**config.mk**
```make
export PLATFORM = sky130hd
export DESIGN_NAME = amber48_fetch_queue_flat
export DESIGN_NICKNAME = d
export VERILOG_FILES = /design/src/rtl/amber48_pkg.sv /design/src/rtl/amber48_fetch_queue_if.sv /design/src/rtl/amber48_sync_fifo.sv /design/src/rtl/amber48_fetch_queue.sv /design/src/flat_wrapper.sv
export SDC_FILE = /design/constraint.sdc
export NUM_CORES = 2
export LEC_CHECK = 0
export ABC_CLOCK_PERIOD_IN_PS = 30800
export BUFFER_PORTS_ARGS = -buffer_cell sky130_fd_sc_hd__buf_2
export CAP_MARGIN = 20
export CORE_MARGIN = 4
export CORE_UTILIZATION = 45
export DETAILED_ROUTE_END_ITERATION = 16
export PLACE_DENSITY = 0.6
export SYNTH_ARGS = -nofsm -noshare
export SYNTH_HDL_FRONTEND = slang
export SYNTH_SLANG_ARGS = --single-unit
export TNS_END_PERCENT = 30
```
**constraint.sdc**
```tcl
create_clock -name clk_i -period 30.8 [get_ports clk_i]
set_clock_uncertainty 0.1 [all_clocks]
set_input_delay 7.7 -clock clk_i [delete_from_list [all_inputs] [get_ports clk_i]]
set_output_delay 7.7 -clock clk_i [all_outputs]
set_load 0.01 [all_outputs]
```
**src/rtl/amber48_pkg.sv**
```systemverilog
// Shared amber48 types and default constants for the fetch front end.
package amber48_pkg;

  localparam int XLEN              = 48;
  localparam int FETCH_INSTR_BYTES = 6;
  localparam int FETCH_DEPTH       = 4;
  localparam int FETCH_MAX_OUTST   = 2;

  typedef struct packed {
    logic [XLEN-1:0] pc;
    logic [XLEN-1:0] instr;
    logic            fault;
  } amber48_fetch_entry_s;

endpackage

```
**src/rtl/amber48_fetch_queue_if.sv**
```systemverilog
// Instruction-memory request/response bus between the fetch queue (master) and imem (slave).
interface amber48_fetch_queue_if;
  import amber48_pkg::*;

  logic            imem_req;
  logic [XLEN-1:0] imem_addr;
  logic            imem_gnt;
  logic            imem_rvalid;
  logic [XLEN-1:0] imem_rdata;
  logic            imem_err;

  modport master (output imem_req, imem_addr,
                  input  imem_gnt, imem_rvalid, imem_rdata, imem_err);
  modport slave  (input  imem_req, imem_addr,
                  output imem_gnt, imem_rvalid, imem_rdata, imem_err);

endinterface

```
**src/rtl/amber48_sync_fifo.sv**
```systemverilog
// Synchronous FIFO with flush; the head is read straight from storage and held once empty.
module amber48_sync_fifo #(
  parameter int WIDTH = 8,
  parameter int DEPTH = 4
) (
  input  logic                   clk_i,
  input  logic                   rst_i,
  input  logic                   en_i,
  input  logic                   push_i,
  input  logic                   pop_i,
  input  logic                   flush_i,
  input  logic [WIDTH-1:0]       data_i,
  output logic [WIDTH-1:0]       data_o,
  output logic [$clog2(DEPTH):0] count_o
);

  localparam int AW = (DEPTH > 1) ? $clog2(DEPTH) : 1;
  localparam int CW = $clog2(DEPTH) + 1;

  logic [WIDTH-1:0] mem_q [DEPTH];
  logic [WIDTH-1:0] last_q;
  logic [AW-1:0]    wptr_q, wptr_d, rptr_q, rptr_d;
  logic [CW-1:0]    count_q, count_d;
  logic             doPush, doPop;

  function automatic logic [AW-1:0] nextPtr(input logic [AW-1:0] p);
    return (p == AW'(DEPTH - 1)) ? '0 : p + 1'b1;
  endfunction

  assign doPop  = en_i && pop_i && !flush_i && (count_q != '0);
  assign doPush = en_i && push_i && !flush_i && ((count_q != CW'(DEPTH)) || doPop);

  always_comb begin
    wptr_d  = wptr_q;
    rptr_d  = rptr_q;
    count_d = count_q;
    if (flush_i) begin
      rptr_d  = wptr_q;
      count_d = '0;
    end else begin
      if (doPush) wptr_d = nextPtr(wptr_q);
      if (doPop)  rptr_d = nextPtr(rptr_q);
      count_d = count_q + CW'(doPush) - CW'(doPop);
    end
  end

  always_ff @(posedge clk_i or posedge rst_i) begin
    if (rst_i) begin
      for (int i = 0; i < DEPTH; i++) mem_q[i] <= '0;
      last_q  <= '0;
      wptr_q  <= '0;
      rptr_q  <= '0;
      count_q <= '0;
    end else if (en_i) begin
      if (doPush) mem_q[wptr_q] <= data_i;
      // Remember the current head so the output holds it after the queue drains.
      if (count_q != '0) last_q <= mem_q[rptr_q];
      wptr_q  <= wptr_d;
      rptr_q  <= rptr_d;
      count_q <= count_d;
    end
  end

  assign data_o  = (count_q != '0) ? mem_q[rptr_q] : last_q;
  assign count_o = count_q;

endmodule

```
**src/rtl/amber48_fetch_queue.sv**
```systemverilog
// Decoupled fetch front end: issues imem requests under a credit limit and queues responses.
module amber48_fetch_queue
  import amber48_pkg::*;
#(
  parameter int              INSTR_BYTES = FETCH_INSTR_BYTES,
  parameter int              DEPTH       = FETCH_DEPTH,
  parameter int              MAX_OUTST   = FETCH_MAX_OUTST,
  parameter logic [XLEN-1:0] RESET_PC    = '0
) (
  input  logic                   clk_i,
  input  logic                   rst_i,
  input  logic                   clk_en_i,
  amber48_fetch_queue_if.master  imem,
  input  logic                   redirect_i,
  input  logic [XLEN-1:0]        redirect_pc_i,
  output logic                   out_valid_o,
  output logic [XLEN-1:0]        out_pc_o,
  output logic [XLEN-1:0]        out_instr_o,
  output logic                   out_fault_o,
  input  logic                   out_ready_i,
  output logic [$clog2(DEPTH):0] occupancy_o
);

  localparam int OW = $clog2(MAX_OUTST + 1);
  localparam int EW = $bits(amber48_fetch_entry_s);

  logic [XLEN-1:0]             pc_q, pc_d;
  logic [OW-1:0]               outst_q, outst_d, discard_q, discard_d;
  logic                        halt_q, halt_d;
  logic                        req, fire, resp, dropResp, pushQ, popQ;
  logic [$clog2(DEPTH):0]      occ;
  logic [XLEN-1:0]             pendPc;
  logic [$clog2(MAX_OUTST):0]  pendCount;
  amber48_fetch_entry_s        entryIn, entryOut;

  // Credit check: every in-flight request already owns a queue slot.
  assign req = clk_en_i && !rst_i && !redirect_i && !halt_q &&
               (outst_q < OW'(MAX_OUTST)) &&
               ((int'(occ) + int'(outst_q)) < DEPTH);

  assign fire     = req && imem.imem_gnt;
  assign resp     = clk_en_i && imem.imem_rvalid;
  assign dropResp = resp && (redirect_i || (discard_q != '0));
  assign pushQ    = resp && !dropResp;
  assign popQ     = clk_en_i && !redirect_i && out_valid_o && out_ready_i;

  always_comb begin
    pc_d      = pc_q;
    halt_d    = halt_q;
    discard_d = discard_q;
    outst_d   = outst_q + OW'(fire) - OW'(resp);
    if (fire) pc_d = pc_q + XLEN'(INSTR_BYTES);
    if (redirect_i) begin
      pc_d      = redirect_pc_i;
      halt_d    = 1'b0;
      // Everything still in flight after this cycle is stale, including earlier discards.
      discard_d = outst_q - OW'(resp);
    end else begin
      if (resp && (discard_q != '0)) discard_d = discard_q - 1'b1;
      if (pushQ && imem.imem_err)    halt_d    = 1'b1;
    end
  end

  always_ff @(posedge clk_i or posedge rst_i) begin
    if (rst_i) begin
      pc_q      <= RESET_PC;
      outst_q   <= '0;
      discard_q <= '0;
      halt_q    <= 1'b0;
    end else if (clk_en_i) begin
      pc_q      <= pc_d;
      outst_q   <= outst_d;
      discard_q <= discard_d;
      halt_q    <= halt_d;
    end
  end

  amber48_sync_fifo #(.WIDTH(XLEN), .DEPTH(MAX_OUTST)) u_pend_fifo (
    .clk_i   (clk_i),
    .rst_i   (rst_i),
    .en_i    (clk_en_i),
    .push_i  (fire),
    .pop_i   (resp),
    .flush_i (1'b0),
    .data_i  (pc_q),
    .data_o  (pendPc),
    .count_o (pendCount)
  );

  assign entryIn.pc    = pendPc;
  assign entryIn.instr = imem.imem_rdata;
  assign entryIn.fault = imem.imem_err;

  amber48_sync_fifo #(.WIDTH(EW), .DEPTH(DEPTH)) u_queue_fifo (
    .clk_i   (clk_i),
    .rst_i   (rst_i),
    .en_i    (clk_en_i),
    .push_i  (pushQ),
    .pop_i   (popQ),
    .flush_i (redirect_i),
    .data_i  (entryIn),
    .data_o  (entryOut),
    .count_o (occ)
  );

  assign imem.imem_req  = req;
  assign imem.imem_addr = pc_q;
  assign out_valid_o    = (occ != '0);
  assign out_pc_o       = entryOut.pc;
  assign out_instr_o    = entryOut.instr;
  assign out_fault_o    = entryOut.fault;
  assign occupancy_o    = occ;

  assert property (@(posedge clk_i) disable iff (rst_i) discard_q <= outst_q);
  assert property (@(posedge clk_i) disable iff (rst_i) (int'(occ) + int'(outst_q)) <= DEPTH);
  assert property (@(posedge clk_i) disable iff (rst_i) int'(pendCount) == int'(outst_q));

endmodule

```
**src/flat_wrapper.sv**
```systemverilog
// flat-port wrapper written by rule: the top's interface ports become plain ports
module amber48_fetch_queue_flat import amber48_pkg::*;
#(
  parameter int              INSTR_BYTES = FETCH_INSTR_BYTES,
  parameter int              DEPTH       = FETCH_DEPTH,
  parameter int              MAX_OUTST   = FETCH_MAX_OUTST,
  parameter logic [XLEN-1:0] RESET_PC    = '0
)
  (clk_i, rst_i, clk_en_i, redirect_i, redirect_pc_i, out_valid_o, out_pc_o, out_instr_o, out_fault_o, out_ready_i, occupancy_o, imem_imem_req, imem_imem_addr, imem_imem_gnt, imem_imem_rvalid, imem_imem_rdata, imem_imem_err);
  amber48_fetch_queue_if imem_i ();
  input  logic clk_i;
  input  logic rst_i;
  input  logic clk_en_i;
  input  logic redirect_i;
  input  logic [XLEN-1:0] redirect_pc_i;
  output logic out_valid_o;
  output logic [XLEN-1:0] out_pc_o;
  output logic [XLEN-1:0] out_instr_o;
  output logic out_fault_o;
  input  logic out_ready_i;
  output logic [$clog2(DEPTH):0] occupancy_o;
  output wire logic [$bits(imem_i.imem_req)-1:0] imem_imem_req;
  output wire logic [$bits(imem_i.imem_addr)-1:0] imem_imem_addr;
  input wire logic [$bits(imem_i.imem_gnt)-1:0] imem_imem_gnt;
  input wire logic [$bits(imem_i.imem_rvalid)-1:0] imem_imem_rvalid;
  input wire logic [$bits(imem_i.imem_rdata)-1:0] imem_imem_rdata;
  input wire logic [$bits(imem_i.imem_err)-1:0] imem_imem_err;
  assign imem_imem_req = imem_i.imem_req;
  assign imem_imem_addr = imem_i.imem_addr;
  assign imem_i.imem_gnt = imem_imem_gnt;
  assign imem_i.imem_rvalid = imem_imem_rvalid;
  assign imem_i.imem_rdata = imem_imem_rdata;
  assign imem_i.imem_err = imem_imem_err;
  amber48_fetch_queue #(.INSTR_BYTES(INSTR_BYTES), .DEPTH(DEPTH), .MAX_OUTST(MAX_OUTST), .RESET_PC(RESET_PC)) u_core (.clk_i(clk_i), .rst_i(rst_i), .clk_en_i(clk_en_i), .imem(imem_i), .redirect_i(redirect_i), .redirect_pc_i(redirect_pc_i), .out_valid_o(out_valid_o), .out_pc_o(out_pc_o), .out_instr_o(out_instr_o), .out_fault_o(out_fault_o), .out_ready_i(out_ready_i), .occupancy_o(occupancy_o));
endmodule
```
# --- Word level (Yosys, flattened, before mapping) ---
# Cells that the tools add are included.
word_totals:
  regBits: 693
  inputBits: 104
  out_inout_bits: 150
op_classes:
  addsub: 14
  magnitude_cmp: 8
  eq_ne: 4
  n_mux: 27
  n_bitwise: 5
  reduce_logical: 48
op_table:
  columns: ["cell", "n"]
  rows:
  - ["bitwise mux 388 bit", 1]
  - ["two-way mux 97 bit", 4]
  - ["two-way mux 48 bit", 7]
  - ["binary-select mux 97 bit (select 2 bit)", 1]
  - ["demux 97 bit (select 2 bit)", 1]
  - ["bitwise mux 96 bit", 1]
  - ["adder 48 x 3 -> 48 bit, second input constant", 1]
  - ["demux 48 bit (select 1 bit)", 1]
  - ["< comparator 32 x 4 -> 1 bit, second input constant", 1]
  - ["logical AND 1 bit", 26]
  - ["AND reduction 2 bit", 7]
  - ["two-way mux 2 bit", 6]
  - ["nonzero test 2 bit", 6]
  - ["greater-or-equal comparator 3 bit, second input constant", 2]
  - ["inverter 2 -> 3 bit", 2]
  - ["subtractor 2 x 1 -> 2 bit", 3]
  - ["adder 2 x 1 -> 2 bit", 2]
  - ["adder 2 x 1 -> 2 bit, second input constant", 2]
  - ["adder 3 x 2 -> 4 bit", 1]
  - ["equality test 2 bit, second input constant", 2]
  - ["greater-or-equal comparator 2 bit, second input constant", 2]
  - ["zero test 1 bit", 4]
  - ["two-way mux 1 bit", 4]
  - ["inverter 1 -> 2 bit", 2]
  - ["other kinds (14)", 17]

# --- Depth between registers and ports, before layout ---
depth:
  word_depth: 12
  depth_mapped: 13

# --- Hierarchy ---
# From an unflattened synthesis, not the netlist that was laid out.
hier_totals:
  cells_unflattened: 2272
  hier_area_um2: 32184.6
modules_own_cells:
  columns: ["mod", "instances", "cells_per_inst", "area_per_inst_um2"]
  rows:
  - ["amber48_sync_fifo at u_core.u_queue_fifo", 1, 1299, 22086.2]
  - ["amber48_sync_fifo at u_core.u_pend_fifo", 1, 548, 6538.8]
  - ["amber48_fetch_queue", 1, 425, 3559.7]

# --- Worst setup path before layout ---
# OpenSTA, ideal clock, no wires.
synth_path:
  path_kind: "input to output"
  start: "in rst_i"
  end: "out imem_imem_req"
  arrival_ns: 8.321
  t_required_ns: 23.000
  path_slack_ns: 14.679
  cell_stages: 2
  path_cell_list: "nor4_4 and3_1"
synth_via:
  elab_chain_cells: 6
synth_lines:
  columns: ["item", "line_no", "rtl"]
  rows:
  - ["start, declared", "flat_wrapper.sv:12", "input logic rst_i;"]
  - ["zero test 1 bit (no line)", null, null]
  - ["logical AND 1 bit (4 in series)", "amber48_fetch_queue.sv:37", "assign req = clk_en_i && !rst_i && !redirect_i && !halt_q &&"]
  - ["logical AND 1 bit", "amber48_fetch_queue.sv:38", "(outst_q < OW'(MAX_OUTST)) &&"]
  - ["end, declared", "flat_wrapper.sv:22", "output wire logic [$bits(imem_i.imem_req)-1:0] imem_imem_req;"]
# No other way between the ends.

# --- Worst setup path in the final report ---
layout_path:
  start: "in clk_en_i"
  end: "out imem_imem_req"
layout_via:
  elab_chain_cells: 5
layout_lines:
  columns: ["item", "line_no", "rtl"]
  rows:
  - ["start, declared", "flat_wrapper.sv:13", "input logic clk_en_i;"]
  - ["logical AND 1 bit (4 in series)", "amber48_fetch_queue.sv:37", null]
  - ["logical AND 1 bit", "amber48_fetch_queue.sv:38", null]
# No other way between the ends.

==> impl_metrics.yaml <==
yosys:
  synth_seq_cells: 693
  ys.warnings.count: 0
  synth_nets: 2610
  seq_area_frac_synth_pct: 54.67
  synth_edf_count: 0
  synth_area_um2: 31720
  synth_async_sr_flop_share_pct: 100.0
  synth_ff_type: "dfrtp_1"
  syn_avg_cell_area_um2: 12.74
  postSynthCellCount: 2490
  yosysUniqueCellTypes: 66
power_and_ir_drop:
  peakVddDrop_uv: 70.01
  power.density_nw_per_um2: 90.55
  cellLeakagePower_nw: 17.27
die:
  initial_core_util_pct: 45.37
  die_h_um: 273.5
  dieArea_um2: 74800
  placementRows: 97
  die_x_um: 273.5
  ios: 254
  coreArea_um2: 69910
critical_path:
  path_max_fanout: 72
  cpPeakStageDelay_ps: 550
  critPathSlowestCell: "clkbuf_8"
  crit_start: "clk_en_i"
  required_ps: 23000
  r2r_slack_ps: 27090
  r2r_cells: 11
  path_cells: "clkbuf_8, nor2b_1, and3_1, buf_2"
  worstSetupPathType: "in -> out"
  cp-end-kind: "output pin"
  setup.worst_path.start_class: "input pin"
  reg2reg_from: "u_core.u_queue_fifo.count_o[1]$_DFFE_PP0P_"
  reg2reg_to: "u_core.u_pend_fifo.count_o[1]$_DFFE_PP0P_"
  endpoint: "imem_imem_req"
  arrival_ps: 9150
sta:
  setup_violations: 0
  timing.hold.ws_ps: 377.3
  relSlewSlack_pct: 27.66
  tns_ps: 0
  tightestPinTransition_ps: 1083
  finalHoldViolations: 0
  slew_viol_final: 0
  fin_crit_sh_pct: 55.04
  min_period_ps: 16950
  rsz0062_at_grt: "no"
  max_freq_mhz: 58.99
global_route:
  antenna_found_initial: 1
  grt_pass1_vias: 21817
  grt.overflow.total: 0
  track_usage_pct: 21.32
  grt_pass1_wl_um: 126100
  grt_start_max_net_pins: 177
drt:
  drtPass1Iterations: 5
  vias: 20593
  drt_iter0_drc: 1407
  wl_per_cell_um: 21.50
  drc: 0
  avgViaCountPerCell: 5.622
  finalWirelength_um: 78770
  drtAntennaViolNets: 0
cells_and_area:
  area_growth_pct: 13.74
  fill_cells: 6083
  drive_gt1_share_pct: 36.33
  multi_input_area_um2: 13330
  num-nets-final: 2794
  seqCellArea_um2: 17350
  final_cell_mix: "dfrtp_1, mux2_2, buf_2"
  layout_commonest_cell: "dfrtp_1"
clock_tree:
  worstSkewPairLatency_ps: 600
  cts-resized-gates: 0
  cts.sinks: 693
  cts.path.max_buffers: 3
  cts_buffers: 76
  post_cts_buffers: 0
  hold_buffers: 0
  clk_pin_slew_worst_paths_ps: 50
  cts_tree: "built"
  clockRootBuffer: "clkbuf_16"
  htree_levels: 3
placement:
  dp_hpwl_um: 49080
  port_buffers: 253
  gp_congestion: 0.8408
hold_path:
  hp-class: "reg -> reg"
  hold_start: "u_core.u_queue_fifo.mem_q[174]$_DFFE_PP0P_"
  min_path_cells: 2
job:
  drv_cap: 0
outcome:
  outcome: "complete, no violations"
## layer usage
metal	vias up	wire, µm	track usage (%)
met4	0	1791	6.099
met5	-	0	0
li1	9281	-	-
met3	122	3798	3.559
met1	10697	35660	30.07
met2	493	37520	34.37
## sequential cells by signal (all words and copies together) (netlist names)
register,flops
u_core.u_queue_fifo.wptr_q,2
u_core.u_queue_fifo.count_o,3
u_core.u_pend_fifo.rptr_q,1
u_core.u_queue_fifo.rptr_q,2
u_core.u_queue_fifo.last_q,97
u_core.u_pend_fifo.wptr_q,1
u_core.discard_q,2
u_core.u_pend_fifo.count_o,2
u_core.halt_q,1
u_core.outst_q,2
u_core.u_pend_fifo.last_q,48
u_core.u_pend_fifo.mem_q,96
u_core.imem.imem_addr,48
u_core.u_queue_fifo.mem_q,388
## area by class of cell
cell class / instances / area share (%)
multi-input cells: 1550 / 36.94
repair buffers: 281 / 4.318
inverters: 72 / 0.7699
diodes: 1 / 0.006936
well taps: 940 / 3.260
flip-flops and latches: 693 / 48.09
clock inverters: 18 / 0.4127
clock buffers: 108 / 6.198
## critical path: cells and delay by family
| family | cells | cell delay [ps] |
|---|---|---|
| simple gates | 2 | 740 |
| buf+inv | 2 | 690 |
## worst min-delay path by stage
stage,to
after global placement,u_core.u_queue_fifo.mem_q[372]$_DFFE_PP0P_
after floorplan,u_core.u_queue_fifo.mem_q[146]$_DFFE_PP0P_
after detailed placement,u_core.u_queue_fifo.mem_q[65]$_DFFE_PP0P_
after global routing,u_core.u_queue_fifo.mem_q[187]$_DFFE_PP0P_
after CTS,u_core.u_queue_fifo.mem_q[69]$_DFFE_PP0P_
final,u_core.u_queue_fifo.mem_q[174]$_DFFE_PP0P_
## per-stage QoR
stage                     power, mW  cell area (µm²)  cells  setup WS [ps]  utilization, %
final                         3.267            36080   3663          13850           51.61
after CTS                     3.312            35990   3659          13850           51.49
after global placement        2.368            33610   3533          13880           48.07
after floorplan               2.089            31720   2490           3568               -
after detailed placement      2.419            33610   3533          13870           48.07
after global routing          3.476            36080   3663          13750           51.61
## report_power, final
group,internal (mW),switching [mW]
combinational,0.481,0.494
sequential,1.20,0.209
clock,0.519,0.360
## kinds of logic after synthesis
| family | synth area share [%] |
|---|---|
| xor gates and xnor gates | 0.2761 |
| adders and majority gates | 0.6548 |
| and+or+nand+nor | 7.163 |
| muxes | 27.44 |
| DFF | 54.67 |
| AOI/OAI and AO/OA | 6.331 |
| buffers and inverters | 3.463 |
## synthesized netlist by cell type, drive strengths merged (2+ instances only)
library cell | n | area, µm²
o31ai | 3 | 22.52
a211oi | 14 | 105.1
o22ai | 11 | 68.82
mux2i | 100 | 1001
xnor2 | 5 | 43.79
nand4 | 20 | 167.7
nor2b | 3 | 18.77
xor2 | 5 | 43.79
nand2 | 237 | 899.6
a311oi | 11 | 102.6
o211ai | 7 | 52.55
or2 | 2 | 12.51
a41oi | 2 | 17.52
nor3b | 6 | 45.04
nor4 | 9 | 86.33
a31oi | 8 | 56.30
o21ai | 215 | 1076
o22a | 2 | 17.52
buf | 97 | 534.3
and2 | 6 | 37.54
ha | 15 | 187.7
nor3 | 25 | 130.1
nand3 | 28 | 145.1
or3 | 12 | 75.07
o31a | 2 | 17.52
and4 | 6 | 52.55
nand3b | 3 | 22.52
clkbuf | 78 | 294.0
inv | 72 | 270.3
mux4 | 97 | 2185
nor4b | 2 | 47.55
a21oi | 68 | 340.3
a21o | 2 | 15.01
mux2 | 490 | 5518
nor2 | 92 | 347.8
dfrtp | 693 | 17340
a41o | 3 | 30.03
and3 | 25 | 156.4
a22oi | 2 | 15.01
(Power assumes the default switching activity.)
